[config.mk]
export PLATFORM = sky130hd
export DESIGN_NAME = gray_to_rgb_stream
export DESIGN_NICKNAME = d
export VERILOG_FILES = /design/src/rtl/sobel_pkg.sv /design/src/rtl/gray_scale_rep.sv /design/src/rtl/gray_to_rgb_stream.sv
export SDC_FILE = /design/constraint.sdc
export NUM_CORES = 1
export LEC_CHECK = 0
export BUFFER_PORTS_ARGS = -buffer_cell sky130_fd_sc_hd__clkbuf_2
export CAP_MARGIN = 20
export CORE_UTILIZATION = 40
export CTS_CLUSTER_DIAMETER = 100
export DETAILED_ROUTE_END_ITERATION = 10
export PLACE_DENSITY_LB_ADDON = 0.3
export SLEW_MARGIN = 30
export SYNTH_ARGS = -nofsm -noshare
export SYNTH_HDL_FRONTEND = slang
export SYNTH_SLANG_ARGS = --single-unit
[constraint.sdc]
create_clock -name clk -period 4.05 [get_ports clk]
set_clock_uncertainty 0.2 [all_clocks]
set_input_delay 0.2025 -clock clk [delete_from_list [all_inputs] [get_ports clk]]
set_output_delay 0.2025 -clock clk [all_outputs]
set_load 0.05 [all_outputs]
[src/rtl/sobel_pkg.sv]
// Shared constants for the Sobel display path: colour-mapping modes and
// input-side framing FSM states.
package sobel_pkg;

  typedef enum logic [1:0] {
    MODE_GRAY    = 2'b00,
    MODE_BINARY  = 2'b01,
    MODE_OVERLAY = 2'b10,
    MODE_INVERT  = 2'b11
  } mode_e;

  localparam logic [0:0] ST_IDLE   = 1'b0;
  localparam logic [0:0] ST_ACTIVE = 1'b1;

endpackage

[src/rtl/gray_scale_rep.sv]
// Combinational IN_W -> OUT_W scaler: input is left-aligned and the low
// bits are filled by repeating the input MSBs (4'hA -> 8'hAA).
module gray_scale_rep #(
  parameter int IN_W  = 8,
  parameter int OUT_W = 8
) (
  input  logic [IN_W-1:0]  gray_i,
  output logic [OUT_W-1:0] scaled_o
);

  for (genvar i = 0; i < OUT_W; i++) begin : g_bit
    // Output bit i takes the input bit at the same distance from the MSB, modulo IN_W.
    localparam int SRC = IN_W - 1 - ((OUT_W - 1 - i) % IN_W);
    assign scaled_o[i] = gray_i[SRC];
  end

endmodule

[src/rtl/gray_to_rgb_stream.sv]
// Streaming grayscale-to-RGB mapper with valid/ready backpressure and a 2-stage pipeline.
// Optional macro STATS_EN adds hit_cnt_o (per-frame count of above-threshold pixels).
//
//   state     | meaning
//   ST_IDLE   | between frames; cfg follows mode_i/thresh_i every cycle
//   ST_ACTIVE | inside a frame; cfg frozen until the eof beat is accepted
module gray_to_rgb_stream
  import sobel_pkg::*;
#(
  parameter int IN_W  = 8,
  parameter int OUT_W = 8,
  parameter int CNT_W = 20
) (
  input  logic             clk,
  input  logic             rst_n,
  input  logic [1:0]       mode_i,
  input  logic [IN_W-1:0]  thresh_i,
  input  logic             in_valid_i,
  output logic             in_ready_o,
  input  logic [IN_W-1:0]  gray_i,
  input  logic             sof_i,
  input  logic             eof_i,
  output logic             out_valid_o,
  input  logic             out_ready_i,
  output logic [OUT_W-1:0] red_o,
  output logic [OUT_W-1:0] green_o,
  output logic [OUT_W-1:0] blue_o,
  output logic             eof_o,
  output logic             frame_done_o,
  output logic [CNT_W-1:0] pix_cnt_o,
  output logic             sof_err_o
`ifdef STATS_EN
  ,
  output logic [CNT_W-1:0] hit_cnt_o
`endif
);

  if (OUT_W < IN_W) begin : g_width_err
    $error("gray_to_rgb_stream: OUT_W must be >= IN_W");
  end
  if (IN_W < 1 || IN_W > 16) begin : g_in_w_err
    $error("gray_to_rgb_stream: IN_W must be in 1..16");
  end

  localparam logic [OUT_W-1:0] ONES    = {OUT_W{1'b1}};
  localparam logic [CNT_W-1:0] CNT_MAX = {CNT_W{1'b1}};

  logic [0:0]      state_q, state_d;
  logic            sof_err_q, sof_err_d;
  logic [1:0]      cfg_mode_q;
  logic [IN_W-1:0] cfg_thresh_q;
  logic            is_idle;
  logic [1:0]      mode_eff;
  logic [IN_W-1:0] thresh_eff;

  logic            in_fire, out_fire, s2_adv;
  logic [OUT_W-1:0] g_scaled;

  logic             s1_valid_q;
  logic [OUT_W-1:0] s1_g_q;
  logic             s1_hit_q;
  logic [1:0]       s1_mode_q;
  logic             s1_eof_q;
  logic             s1_first_q;

  logic             s2_valid_q;
  logic [OUT_W-1:0] s2_red_q, s2_green_q, s2_blue_q;
  logic [OUT_W-1:0] red_d, green_d, blue_d;
  logic             s2_eof_q;
  logic             s2_first_q;

  logic             frame_done_q;
  logic [CNT_W-1:0] pix_cnt_q, pix_cnt_d;

  // Handshake: S2 frees up when empty or draining, S1 when it can move into S2.
  always_comb begin
    s2_adv     = !s2_valid_q || out_ready_i;
    in_ready_o = !s1_valid_q || s2_adv;
    in_fire    = in_valid_i && in_ready_o;
    out_fire   = s2_valid_q && out_ready_i;
  end

  // In IDLE the live inputs apply, so the sof beat already uses the new settings.
  always_comb begin
    is_idle    = (state_q == ST_IDLE);
    mode_eff   = is_idle ? mode_i   : cfg_mode_q;
    thresh_eff = is_idle ? thresh_i : cfg_thresh_q;
  end

  always_comb begin
    state_d   = state_q;
    sof_err_d = sof_err_q;
    if (in_fire) begin
      case (state_q)
        ST_IDLE: begin
          if (!sof_i)      sof_err_d = 1'b1;
          else if (!eof_i) state_d   = ST_ACTIVE;
        end
        default: begin
          if (eof_i) state_d = ST_IDLE;
        end
      endcase
    end
  end

  always_ff @(posedge clk or negedge rst_n) begin
    if (!rst_n) begin
      state_q      <= ST_IDLE;
      sof_err_q    <= 1'b0;
      cfg_mode_q   <= '0;
      cfg_thresh_q <= '0;
    end else begin
      state_q   <= state_d;
      sof_err_q <= sof_err_d;
      if (is_idle) begin
        cfg_mode_q   <= mode_i;
        cfg_thresh_q <= thresh_i;
      end
    end
  end

  gray_scale_rep #(
    .IN_W  (IN_W),
    .OUT_W (OUT_W)
  ) u_scale (
    .gray_i   (gray_i),
    .scaled_o (g_scaled)
  );

  // S1: scaled pixel, threshold compare and the per-beat cfg travel together.
  always_ff @(posedge clk or negedge rst_n) begin
    if (!rst_n) begin
      s1_valid_q <= 1'b0;
      s1_g_q     <= '0;
      s1_hit_q   <= 1'b0;
      s1_mode_q  <= '0;
      s1_eof_q   <= 1'b0;
      s1_first_q <= 1'b0;
    end else begin
      s1_valid_q <= in_fire || (s1_valid_q && !s2_adv);
      if (in_fire) begin
        s1_g_q     <= g_scaled;
        s1_hit_q   <= (gray_i >= thresh_eff);
        s1_mode_q  <= mode_eff;
        s1_eof_q   <= eof_i;
        s1_first_q <= is_idle;
      end
    end
  end

  always_comb begin
    red_d   = s1_g_q;
    green_d = s1_g_q;
    blue_d  = s1_g_q;
    case (s1_mode_q)
      MODE_GRAY: ;
      MODE_BINARY: begin
        red_d   = s1_hit_q ? ONES : '0;
        green_d = s1_hit_q ? ONES : '0;
        blue_d  = s1_hit_q ? ONES : '0;
      end
      MODE_OVERLAY: begin
        if (s1_hit_q) begin
          red_d   = ONES;
          green_d = '0;
          blue_d  = '0;
        end
      end
      default: begin
        red_d   = ~s1_g_q;
        green_d = ~s1_g_q;
        blue_d  = ~s1_g_q;
      end
    endcase
  end

  // S2: output registers, held while stalled.
  always_ff @(posedge clk or negedge rst_n) begin
    if (!rst_n) begin
      s2_valid_q <= 1'b0;
      s2_red_q   <= '0;
      s2_green_q <= '0;
      s2_blue_q  <= '0;
      s2_eof_q   <= 1'b0;
      s2_first_q <= 1'b0;
    end else if (s2_adv) begin
      s2_valid_q <= s1_valid_q;
      if (s1_valid_q) begin
        s2_red_q   <= red_d;
        s2_green_q <= green_d;
        s2_blue_q  <= blue_d;
        s2_eof_q   <= s1_eof_q;
        s2_first_q <= s1_first_q;
      end
    end
  end

  // A beat accepted in IDLE opens a new frame and restarts the count at 1.
  always_comb begin
    pix_cnt_d = pix_cnt_q;
    if (out_fire) begin
      if (s2_first_q)                pix_cnt_d = CNT_W'(1);
      else if (pix_cnt_q != CNT_MAX) pix_cnt_d = pix_cnt_q + CNT_W'(1);
    end
  end

  always_ff @(posedge clk or negedge rst_n) begin
    if (!rst_n) begin
      pix_cnt_q    <= '0;
      frame_done_q <= 1'b0;
    end else begin
      pix_cnt_q    <= pix_cnt_d;
      frame_done_q <= out_fire && s2_eof_q;
    end
  end

`ifdef STATS_EN
  logic             s2_hit_q;
  logic [CNT_W-1:0] run_q, run_base, run_next, hit_cnt_q;

  always_ff @(posedge clk or negedge rst_n) begin
    if (!rst_n)                       s2_hit_q <= 1'b0;
    else if (s2_adv && s1_valid_q)    s2_hit_q <= s1_hit_q;
  end

  always_comb begin
    run_base = s2_first_q ? '0 : run_q;
    run_next = run_base;
    if (s2_hit_q && run_base != CNT_MAX) run_next = run_base + CNT_W'(1);
  end

  // Published on the eof transfer, so it changes together with frame_done_o rising.
  always_ff @(posedge clk or negedge rst_n) begin
    if (!rst_n) begin
      run_q     <= '0;
      hit_cnt_q <= '0;
    end else if (out_fire) begin
      if (s2_eof_q) begin
        hit_cnt_q <= run_next;
        run_q     <= '0;
      end else begin
        run_q <= run_next;
      end
    end
  end

  assign hit_cnt_o = hit_cnt_q;
`endif

  assign out_valid_o  = s2_valid_q;
  assign red_o        = s2_red_q;
  assign green_o      = s2_green_q;
  assign blue_o       = s2_blue_q;
  assign eof_o        = s2_eof_q;
  assign frame_done_o = frame_done_q;
  assign pix_cnt_o    = pix_cnt_q;
  assign sof_err_o    = sof_err_q;

endmodule
* After elaboration in Yosys (flattened, before gate mapping)
Index checks and enable logic that the tools add are counted.
** Storage, ports and cells
- Bits in registers :: 66
- Bits of input ports :: 24
** Operators by class
- $add $sub $neg :: 1
- $lt $le $gt $ge :: 1
- Eq/ne operators :: 3
- Multiplexer cells :: 12
- Bitwise logic cells :: 3
- Reduce and logical (&&, ||, !) cells :: 15
** Operator list (number)
- $pmux W8 S3 :: 2
- $mux W20 :: 2
- $mux W8 :: 4
- $add A20 B1 Y20 const B :: 1
- $ne A20 B20 Y1 const B :: 1
- $ge A8 B8 Y1 :: 1
- $not A8 Y8 :: 1
- $logic_and A1 B1 Y1 :: 4
- $reduce_and A2 Y1 :: 2
- $logic_not A1 Y1 :: 3
- $logic_or A1 B1 Y1 :: 3
- $mux W1 :: 3
- $reduce_and A3 Y1 :: 1
- $eq A2 B1 Y1 const B :: 1
- $eq A2 B2 Y1 const B :: 1
- $logic_not A2 Y1 :: 1
- $mux W2 :: 1
- $not A1 Y1 :: 2
- $reduce_bool A2 Y1 :: 1

* Logic depth before layout (Yosys ltp)
Gate-level depths: netlist (run 1).
- Depth in word-level cells :: 5
- Depth in mapped cells :: 7
- Gate-level depth less buffers :: 7

* Cells and area by module
From an unflattened synthesis (run 1), not the netlist that was laid out.
** Unflattened totals
- Cells, all modules :: 375
- Area total of the unflattened synthesis :: 3465.8 um^2
** By module, submodules not included
- gray_to_rgb_stream :: instances 1, cells an instance 367, area each 3405.8 um^2
- gray_scale_rep :: instances 1, cells an instance 8, area each 60.1 um^2

* Worst setup path after synthesis (run 1)
OpenSTA, ideal clock, no wires.
- Path kind :: register -> register
- From :: register pix_cnt_q[0] (netlist: pix_cnt_o[0])
- To :: register pix_cnt_q[11] (netlist: pix_cnt_o[11])
- Setup time :: 0.126 ns
- Arrival time :: 2.179 ns
- Data required time :: 3.724 ns
- Slack :: 1.545 ns
- Cell stages (with the launch flop) :: 7
- Period minus slack after synthesis :: 2.505 ns
- Path through :: dfrtp_1 -> ha_1 -> nand3_1 -> or4_1 -> buf_2 -> o211a_1 -> a221o_1
** On the way
- Word-level cells in the longest chain between the ends :: 3
** Ends and longest elaborated chain
- start, declared :: RTL line gray_to_rgb_stream.sv:73 : logic [CNT_W-1:0] pix_cnt_q, pix_cnt_d;
- start signal, assigned :: RTL line gray_to_rgb_stream.sv:212 : pix_cnt_q <= pix_cnt_d;
- $add A20 B1 Y20 or $ne A20 B20 Y1 (tied branches) :: RTL line gray_to_rgb_stream.sv:203 : else if (pix_cnt_q != CNT_MAX) pix_cnt_d = pix_cnt_q + CNT_W'(1);
- $mux W20 or $reduce_bool A2 Y1 (tied branches)
- $mux W20 or $reduce_and A2 Y1 (tied branches)
Several ways; a longest one is shown, not always the timed one. The select of a mux whose other input is x is not followed.
A chain may end at the register's enable or synchronous reset.

* Final worst setup path (run 1)
- From :: register state_q
- To :: register s1_hit_q
** On the way
- Word-level cells in the longest chain between the ends :: 2
** Ends and longest elaborated chain
- start, declared :: RTL line gray_to_rgb_stream.sv:48 : logic [0:0] state_q, state_d;
- start signal, assigned :: RTL line gray_to_rgb_stream.sv:113 : state_q <= state_d;
- $mux W8
- named net thresh_eff[0] :: RTL line gray_to_rgb_stream.sv:54 : logic [IN_W-1:0] thresh_eff;
- $ge A8 B8 Y1 :: RTL line gray_to_rgb_stream.sv:143 : s1_hit_q <= (gray_i >= thresh_eff);
- end signal, assigned :: RTL line gray_to_rgb_stream.sv:143
- end, declared :: RTL line gray_to_rgb_stream.sv:61 : logic s1_hit_q;
The timed path passes the listed nets, and every way through them passes these cells.

==> flow_summary_export.csv, run 1 <==
group,metric,value,unit
finish,drive_gt1_frac,0.2422,
placement,post-place-cells,515,
setup_path,reg2reg_depth,7,
grt,grt_pass1_vias,2735,
power_and_ir_drop,vdd_drop_max,0.0002620,V
setup_path,path_max_fanout,13,
timing,hold_viol,0,
finish,syn_to_final_growth,22.11,%
power_and_ir_drop,leakage,2.013,nW
cts,cts_sinks,66,
timing,worst_pin_slew,0.9496,ns
setup_path,crit_type,"reg -> reg",
worst_hold_path,hp-class,"in -> async",
grt,antenna_found_initial,0,
cts,htree_levels,3,
route,routed_via_density,5.434,
timing,fin_crit_sh,0.5949,
timing,fin_crit,2.409,ns
yosys,ys_warn_count,0,
job,cap_violations,0,
yosys,synth_area,3480,µm²
route,wl_per_cell,14.44,µm
yosys,ys_types,55,
finish,final_cells,555,
route,drc,0,
cts,cts_hold_repair.buffers,24,
cts,cts_tree,"yes",
run_status,outcome,"completed",
route,wirelength,8.015,mm
cts,cts_resized,0,
placement,gp_congestion,0.8264,
setup_path,critPathRequiredTime,4.06,ns
setup_path,cp-end-kind,"flop",
yosys,syn_inst,367,
yosys,avgSynthCellArea,9.481,µm²
timing,slew-limit-headroom,0.3669,
setup_path,arrival,2.42,ns
grt,grt_max_degree,38,
die,die_h,95.27,µm
die,die-area,9076,µm²
timing,rsz0062_at_grt,"no",
grt,grt_overflow_total,0,
finish,final_nets,478,
yosys,seq_area_frac_synth,0.4746,
cts,root_buffer,"clkbuf_8",
route,via_count,3016,
route,antenna_left,0,
yosys,synth_edf_count,0,
setup_path,r2r-end,"s1_hit_q",
yosys,syn_nets,400,
timing,timing.fmax,415.1,MHz
die,start_util,0.4193,
placement,portBuffers,72,
cts,numCtsBuffers,9,
yosys,ys_ff_latch,66,
yosys,synth_flop_cell,"dfrtp_1",
placement,dp_hpwl,5.558,mm
timing,drv_slew,0,
die,fp-row-count,33,
power_and_ir_drop,p_per_area,575.1,nW/µm²
route,initialDrtViolationCount,143,
timing,fin_setup_tns,0,ns
die,die_w,95.27,µm
cts,cts_buffer_depth,2,
route,first_pass_iters,4,
timing,setup_viol,0,
die,coreArea,8299,µm²
yosys,synthArstFlopShare,1.000,
finish,utilization,0.5120,
finish,n_antenna_cell,0,
setup_path,reg2reg_slack,1.64,ns
cts,clock_latency,0.34,ns
setup_path,rr_startpoint,"state_q",
die,ios,73,
setup_path,critPathLaunchType,"flop",
cts,cts.clk_slew.worst_paths,0.07,ns
cts,cts_setup_buffers,0,
grt,track_usage,0.1870,
grt,grt_pass1_wl,13.15,mm
power by group:
group,internal (W),switching (W),leakage [nW]
logic,0.000276,0.000693,1.10
clock network,0.000253,0.000253,0.0988
registers,0.000795,0.000174,0.818
critical path: stages, from the launching register on:
cell and delay (ns):
dfrtp_1 0.69, mux2_2 0.42, ha_1 0.27, nand2b_1 0.14, a21o_1 0.17, a211oi_1 0.20
or3_1 0.14, a31oi_1 0.07
cells in the mapped netlist, types with 2 or more instances:
cell      number  area share
dfrtp_1       66        0.47
nand2_1       55       0.059
o21ai_0       33       0.047
a21oi_1       26       0.037
clkbuf_1      15       0.016
nor2_1        12       0.013
inv_1         11       0.012
mux2i_1       10       0.029
nor3_1        10       0.014
ha_1           9       0.032
a221o_1        8       0.023
a221oi_1       8       0.020
buf_4          8       0.017
nand2b_1       8       0.014
nand3_1        8       0.012
o221ai_1       8       0.020
mux2_2         5       0.016
nand4_1        5      0.0090
nor2b_1        5      0.0090
and3_1         4      0.0072
buf_2          4      0.0058
a31oi_1        3      0.0054
and2_1         3      0.0054
nor3b_1        3      0.0065
nor4_1         3      0.0054
or3_1          3      0.0054
a21o_1         2      0.0043
a31o_2         2      0.0050
and3_2         2      0.0043
buf_1          2      0.0022
o21ai_1        2      0.0029
stage by stage:
stage                     total power (W)  instance area, µm²  hold slack (ns)  worst slack, ns
final                            0.002444                4249           0.2349            1.641
after global routing             0.002592                4249           0.2902            1.476
after CTS                        0.002458                4247           0.2637            1.622
after detailed placement         0.001933                3826          0.08112            1.635
after global placement           0.001912                3826          0.07743            1.700
after floorplan                  0.001737                3480          -0.2931            1.545
worst max-delay path by stage:
stage,start,end,cells after the start
floorplan,pix_cnt_o[0],pix_cnt_o[11],6
global placement,state_q,s1_hit_q,7
detailed placement,state_q,s1_hit_q,7
CTS,state_q,s1_hit_q,7
global route,state_q,s1_hit_q,7
finish,state_q,s1_hit_q,7
flip-flops by register name, summed over array words and instances (netlist names):
register	cells
s1_mode_q	2
frame_done_o	1
s2_first_q	1
cfg_mode_q	2
s1_eof_q	1
red_o	8
cfg_thresh_q	8
state_q	1
eof_o	1
s1_hit_q	1
pix_cnt_o	20
out_valid_o	1
s1_valid_q	1
s1_first_q	1
sof_err_o	1
blue_o	8
s1_g_q	8
cell families (layout without fill, tap and decap cells):
| kind of cell | after synthesis | after routing | share of synthesized area |
|---|---|---|---|
| AOI/OAI and AO/OA | 101 | 101 | 0.1884 |
| buffers and inverters | 43 | 126 | 0.05789 |
| DFF | 66 | 66 | 0.4746 |
| muxes | 15 | 15 | 0.04495 |
| adders and majority gates | 9 | 9 | 0.03236 |
| and+or+nand+nor | 133 | 133 | 0.2017 |
metal layers:
| metal | share of wire | vias up | global-route usage |
|---|---|---|---|
| met5 | 0 | - | 0 |
| met4 | 0.0069 | 0 | 0.06439 |
| met3 | 0.047 | 2 | 0.02791 |
| met2 | 0.45 | 90 | 0.2815 |
| met1 | 0.50 | 1435 | 0.2728 |
| li1 | - | 1489 | - |
layout by cell type, fill, tap and decap left out, types with 9 or more instances in the layout:
cell type       n
clkbuf_2       71
dfrtp_1        66
nand2_1        54
o21ai_0        33
a21oi_1        26
dlygate4sd3_1  24
nor2_1         12
inv_1          11
clkbuf_8       11
mux2i_1        10
nor3_1         10
ha_1            9
cell type report:
class | count | area [µm²]
Fill cell | 807 | 4050
Sequential cell | 66 | 1652
Multi-Input combinational cell | 258 | 1629
Timing Repair Buffer | 97 | 608.1
Clock buffer | 11 | 151.4
Tap cell | 105 | 131.4
Inverter | 13 | 48.80
Clock inverter | 5 | 28.78
No activity file was read; power rests on OpenSTA's default activity.
==> run 2: changes to the inputs <==
==> constraint.sdc (replaced) <==
create_clock -name clk -period 2.05 [get_ports clk]
set_clock_uncertainty 0.2 [all_clocks]
set_input_delay 0.1025 -clock clk [delete_from_list [all_inputs] [get_ports clk]]
set_output_delay 0.1025 -clock clk [all_outputs]
set_load 0.05 [all_outputs]
==> run 2 against run 1 <==
Net effect:
- the run now ends with negative setup slack left
- worst hold slack worse by 0.13 ns
- power is 120% higher
- wire length is 5.5% higher
- cell count is 5.8% higher
- first-iteration DRC count is 33% higher
- count of clock-buffer cells in the layout is 1 lower
- die area stayed put
- critical endpoint unchanged
- largest cell class is now multi-input combinational cells
- largest power group is now combinational cells
==> flow_summary_export.csv, run 2 (synthesized netlist as in run 1, its figures left out) <==
group,metric,value,unit
placement,post-place-cells,547,
die,die-area,9076,µm²
run_status,violations,"negative setup slack",
placement,dp_hpwl,6.062,mm
timing,setup_viol,1,
cts,cts_tree,"yes",
setup_path,reg2reg_slack,-0.07,ns
route,routed_via_density,5.385,
finish,largest_reg_flops,20,
run_status,outcome,"finished with violations",
placement,placed_cell_area,4151,µm²
route,initialDrtViolationCount,190,
timing,fin_crit,2.116,ns
grt,track_usage,0.1987,
finish,utilization,0.5655,
grt,grtUsageMet2,0.2940,
power_and_ir_drop,p_per_area,1148,nW/µm²
timing,setup_ws,-0.06600,ns
setup_path,critPathLaunchType,"flop",
job,cap_violations,0,
timing,drv_slew,0,
finish,final_nets,510,
timing,rsz0062_at_grt,"yes",
route,first_pass_iters,4,
finish,layout_commonest_cell,"clkbuf_2",
grt,grt_pass1_wl,13.75,mm
finish,fin_area,4693,µm²
placement,gp_congestion,0.8775,
power_and_ir_drop,vdd_drop_max,0.0004913,V
timing,slew-limit-headroom,0.5939,
die,die_w,95.27,µm
die,fp-row-count,33,
timing,fin_crit_sh,1.032,
timing,hold_viol,0,
route,wl_per_cell,14.40,µm
setup_path,crit_type,"reg -> reg",
timing,timing.fmax,472.6,MHz
grt,grt-busiest-layer,"met2",
cts,cts_sinks,66,
grt,grt_pass1_vias,2805,
die,die_h,95.27,µm
grt,grt_max_degree,33,
setup_path,cp-end-kind,"flop",
die,start_util,0.4193,
setup_path,critPathRequiredTime,2.11,ns
setup_path,arrival,2.18,ns
route,wirelength,8.453,mm
route,via_count,3161,
finish,syn_to_final_growth,34.88,%
route,drc,0,
grt,antenna_found_initial,0,
finish,n_antenna_cell,0,
cts,htree_levels,3,
cts,root_buffer,"clkbuf_8",
grt,grt_overflow_total,0,
placement,portBuffers,72,
cts,clock_latency,0.34,ns
timing,timing.hold.ws,0.1089,ns
power_and_ir_drop,leakage,2.206,nW
grt,use_met1,0.2933,
route,antenna_left,0,
setup_path,path_max_fanout,2,
cts,numCtsBuffers,9,
finish,fill_cells,737,
die,ios,73,
grt,grtUsageMet3,0.02233,
finish,layout_common_cells,"71 x clkbuf_2, 54 x nand2_1, 46 x dfrtp_1",
cts,cts_buffer_depth,2,
worst_hold_path,hp-class,"in -> async",
finish,drive_gt1_frac,0.3568,
cts,cts.clk_slew.worst_paths,0.07,ns
die,coreArea,8299,µm²
timing,worst_pin_slew,0.6091,ns
finish,final_cells,587,
## run 2: path summary, 6_finish.rpt
| path | from | end | cells after the start |
|---|---|---|---|
| worst min-delay path | rst_n | pix_cnt_o[2] | 2 |
| max in group asynchronous | rst_n | pix_cnt_o[17] | 3 |
| worst max-delay path | state_q | s1_hit_q | 7 |
| worst min register to register | s1_first_q | s1_first_q | 2 |
| min in group clk | s1_first_q | s1_first_q | 2 |
| worst max register to register | state_q | s1_hit_q | 7 |
## run 2: report_power, final
part / internal (W) / switching, W
Sequential: 0.00159 / 0.000277
Combinational: 0.000683 / 0.00150
Clock: 0.000813 / 0.000525
Total: 0.00308 / 0.00231
## run 2: critical path: stages (launching register included)
cell,delay (ns)
dfrtp_1,0.41
mux2_4,0.33
ha_4,0.26
nand2b_4,0.10
a21o_1,0.12
a211oi_2,0.07
or3_1,0.39
a31oi_1,0.17
## run 2: final cells by class
| type | instances | area, µm² | share of cell area |
|---|---|---|---|
| Inverter | 13 | 48.80 | 0.01040 |
| Multi-Input combinational cell | 258 | 1712 | 0.3647 |
| Clock inverter | 6 | 115.1 | 0.02453 |
| Timing Repair Buffer | 129 | 882.1 | 0.1879 |
| Sequential cell | 66 | 1677 | 0.3572 |
| Tap cell | 105 | 131.4 | 0.02799 |
| Clock buffer | 10 | 127.6 | 0.02719 |
## run 2: timing repair
item | in CTS | in global routing
hold buffers | 23 | 0
buffers inserted | 0 | 1
hold endpoints to repair | 63 | 0
pin swaps | 0 | 5
endpoints found under the setup margin | 1 | 5
resized for setup | 1 | 12
## run 2: per-layer routing
layer  wire (µm)  share of wire  vias to the layer above
met4         123          0.015                        0
met2        3872           0.46                       89
met5           0              0                        -
met3         376          0.044                        9
met1        4080           0.48                     1506
li1            -              -                     1557
## run 2: per-stage QoR
| stage | setup slack, ns | TNS (ns) | power [W] |
|---|---|---|---|
| 2_1_floorplan | -0.1521 | -0.5470 | 0.003492 |
| 4_1_cts | 0.05095 | 0 | 0.005385 |
| 3_3_place_gp | 0.04008 | 0 | 0.003953 |
| 5_1_grt | -0.1449 | -0.1494 | 0.005684 |
| 3_5_place_dp | 0.01063 | 0 | 0.004004 |
| 6_report | -0.06600 | -0.06600 | 0.005386 |
